$ cat src/rtl/sat_counter.sv
// sat_counter: W-bit event counter that sticks at all-ones.
//   clk, rst : clock, asynchronous active-high reset
//   clr      : synchronous clear (wins over inc)
//   inc      : count one event
//   count    : current total
module sat_counter #(
  parameter int unsigned W = 16
) (
  input  logic         clk,
  input  logic         rst,
  input  logic         clr,
  input  logic         inc,
  output logic [W-1:0] count
);

  always_ff @(posedge clk or posedge rst) begin
    if (rst)                        count <= '0;
    else if (clr)                   count <= '0;
    else if (inc && (count != '1))  count <= count + 1'b1;
  end

endmodule

$ cat config.mk
export PLATFORM = sky130hd
export DESIGN_NAME = sat_counter
export DESIGN_NICKNAME = d
export VERILOG_FILES = /design/src/rtl/sat_counter.sv
export SDC_FILE = /design/constraint.sdc
export NUM_CORES = 1
export LEC_CHECK = 0
export ABC_CLOCK_PERIOD_IN_PS = 2050
export CAP_MARGIN = 10
export CORE_MARGIN = 3
export CORE_UTILIZATION = 51
export CTS_BUF_LIST = sky130_fd_sc_hd__clkbuf_4 sky130_fd_sc_hd__clkbuf_8
export CTS_CLUSTER_DIAMETER = 80
export DETAILED_ROUTE_END_ITERATION = 12
export PLACE_DENSITY = 0.8
export SLEW_MARGIN = 20
export SYNTH_ARGS = -nofsm -noshare
export SYNTH_HDL_FRONTEND = slang
export SYNTH_SLANG_ARGS = --single-unit
export TNS_END_PERCENT = 5
$ cat constraint.sdc
create_clock -name clk -period 2.05 [get_ports clk]
set_clock_uncertainty 0.05 [all_clocks]
set_input_delay 0.205 -clock clk [delete_from_list [all_inputs] [get_ports clk]]
set_output_delay 0.205 -clock clk [all_outputs]
set_load 0.1 [all_outputs]
==> reports/qor.yml, run 1 <==
synth:
  synth_top_cell_area_share_pct: 43.0
  synthesis.nets: 106
  synth_area_leader_cell: "dfrtp_1"
  synth_common_cells: "dfrtp_1 (16), a21oi_1 (12), nand3_1 (7)"
  synth_area_sq_um: 932
  yosysMostFrequentCell: "dfrtp_1"
  syn_inst: 101
  ys_types: 29
  ys_warn_count: 0
  ys.flop_type: "dfrtp_1"
  avgSynthCellArea_sq_um: 9.23
  synth_seq_cells: 16
  ys_seq_area_share_pct: 43.0
  synth-async-reset-ratio_pct: 100
  synth-edff-count: 0
  synth_area_leaders: "dfrtp_1 (43%), a21oi_1 (6.4%), or4_1 (4.8%)"
route:
  routedWlPerCell_microns: 14.5
  first_iter_violations: 24
  route.detailed.drc: 0
  wirelength_mm: 2.15
  firstDrtPassIters: 4
  vias: 898
  postRouteAntennaNets: 0
  viasPerCell: 6.07
timing:
  min_period_ns: 1.91
  final_hold_viol_count: 0
  finalMaxSlewViolations: 0
  worst_slew_pin_slew_ns: 0.653
  fmax_mhz: 522
  rsz0062_at_grt: "no"
  relSlewSlack_pct: 56.4
  finalCritPeriodShare_pct: 93.4
  tns_ns: 0
  setup_violations: 0
clock_network:
  clk_path_buf_depth: 2
  cts_hold_buf: 0
  cts_tree: "built"
  cts.sinks: 16
  clkSlewWorstSetupHoldPaths_ns: 0.11
  clk-insertion-delay-late_ns: 0.29
  cts_resized: 0
  postCtsSetupBuffers: 0
  htreeDepth: 1
  ctsRootBufferMaster: "clkbuf_4"
  cts_made_buffers: 3
placement:
  gp_congestion: 0.772
  io_buffer_count: 19
  placed_area_sq_um: 1160
  post-dp-hpwl_mm: 1.51
floorplan:
  dieArea_sq_um: 2380
  die_width_microns: 48.8
  start_util_pct: 57.8
  rows: 14
  die_h_microns: 48.8
  core-area_sq_um: 1610
  num_io_pins: 20
setup_path:
  endpoint_kind: "register"
  critPathRequiredTime_ns: 2.21
  r2r_setup_slack_ns: 0.14
  cp-endpoint: "count[13]"
  worst_ep_arrival_time_ns: 2.07
  crit_path_top_delay_cell: "or4_4"
  cp_max_fo: 7
  cp_slowest_stage_delay_ns: 0.57
  critPathKind: "register to register"
  r2r_cells: 4
  rr_endpoint: "count[13]"
  startpoint: "count[7]"
  reg2reg_from: "count[7]"
  crit_chain: "nand4_4 > or4_4 > or4_1 > a21oi_1"
  startpoint_type: "register"
grt:
  grt.total_usage_pct: 19.5
  grt_pass1_vias: 836
  grt_pass1_wl_mm: 3.81
  grt.overflow.total: 0
  antenna_found_initial: 0
  grt_start_max_net_pins: 17
power_and_ir_drop:
  cellLeakagePower_uw: 0.000434
  ir_drop_mv: 0.376
  p_per_area_nw_per_um2: 513
  power.total_uw: 615
cells_and_area:
  top_regs: "count (16)"
  largest_register_ffs: 16
  nets: 130
  final_area_sq_um: 1200
  layout-drive-gt1-share_pct: 37.1
  diodes: 0
  largest-register: "count"
  area_growth_pct: 28.6
run_status:
  status: "completed"
job:
  drv_cap: 0
hold_path:
  min_path_type: "input pin to asynchronous set/reset pin"
==> worst max-delay path: cells and delay by family (launching register included) <==
kind / cells / cell delay [ns]
AOI/OAI and AO/OA: 1 / 0.16
and+or+nand+nor: 3 / 1.14
DFF: 1 / 0.48
==> layer usage <==
| metal | wire length [microns] | global-route usage [%] |
|---|---|---|
| met2 | 1000 | 32.4 |
| met4 | 21 | 5.69 |
| met3 | 121 | 3.07 |
| met1 | 997 | 26.3 |
| met5 | 0 | 0 |
==> cells in the final DEF (no fill, tap or decap) <==
master	instances
and4_1	1
or3_1	6
dfrtp_2	6
clkdlybuf4s50_1	3
buf_4	20
or4_1	6
inv_1	3
mux2_2	2
a21oi_1	12
nand4_4	1
nand3_1	7
clkbuf_4	3
nand2_1	6
or4_2	1
nor4_1	3
nor2b_1	3
ha_1	1
or3_2	1
o21ai_0	5
a31oi_1	1
nand2b_1	2
o41ai_1	2
dfrtp_4	10
nand4_1	4
clkbuf_8	1
or4_4	1
mux2i_1	1
nor2_1	3
o31ai_1	5
nor3_1	4
==> report_power, final <==
group | switching, uW | internal (uW) | total, uW
sequential | 5.58 | 321 | 327
clock | 108 | 108 | 216
combinational | 51.3 | 20.3 | 71.6
total | 165 | 450 | 615
==> cell families (layout without fill, tap and decap cells) <==
| group | count (synthesis) | count (layout) | share of synthesized area [%] |
|---|---|---|---|
| and+or+nand+nor | 49 | 49 | 32.6 |
| AOI/OAI and AO/OA | 25 | 25 | 15.7 |
| buffers and inverters | 7 | 30 | 3.89 |
| DFF | 16 | 16 | 43.0 |
| muxes | 3 | 3 | 3.49 |
| adders and majority gates | 1 | 1 | 1.34 |
==> per-stage QoR <==
stage	utilization, %	hold slack (ns)	setup WS (ns)	cells
finish	74.4	0.240	0.136	148
CTS	74.4	0.262	0.144	148
global route	74.4	0.274	0.0314	148
global placement	72.1	0.514	0.143	144
detailed placement	72.1	0.526	0.0894	144
floorplan	-	0.0685	-0.0547	101
==> layout make-up <==
class	instances	area, sq um
Fill cell	137	413
Clock buffer	4	36.3
Sequential cell	16	445
Timing Repair Buffer	23	180
Multi-Input combinational cell	78	495
Tap cell	24	30.0
Inverter	3	11.3
==> worst min path at each step <==
stage | startpoint | endpoint | slack, ns | depth (start not counted)
3_3_place_gp | count[14] | count[14] | 0.51 | 2
3_5_place_dp | count[14] | count[14] | 0.53 | 2
4_1_cts | rst | count[0] | 0.26 | 2
6_report | rst | count[0] | 0.24 | 2
2_1_floorplan | rst | count[0] | 0.07 | 1
5_1_grt | rst | count[0] | 0.27 | 2
No activity file was read; power rests on OpenSTA's default activity.
==> run 2: changes to the inputs <==
--- a/config.mk
+++ b/config.mk
@@ -6,7 +6,7 @@
 export NUM_CORES = 1
 export LEC_CHECK = 0
 export ABC_CLOCK_PERIOD_IN_PS = 2050
-export CAP_MARGIN = 10
+export CAP_MARGIN = 5
 export CORE_MARGIN = 3
 export CORE_UTILIZATION = 51
 export CTS_BUF_LIST = sky130_fd_sc_hd__clkbuf_4 sky130_fd_sc_hd__clkbuf_8
==> results of run 2 <==
The final DEF is identical to that of run 1; final timing and power are the same.
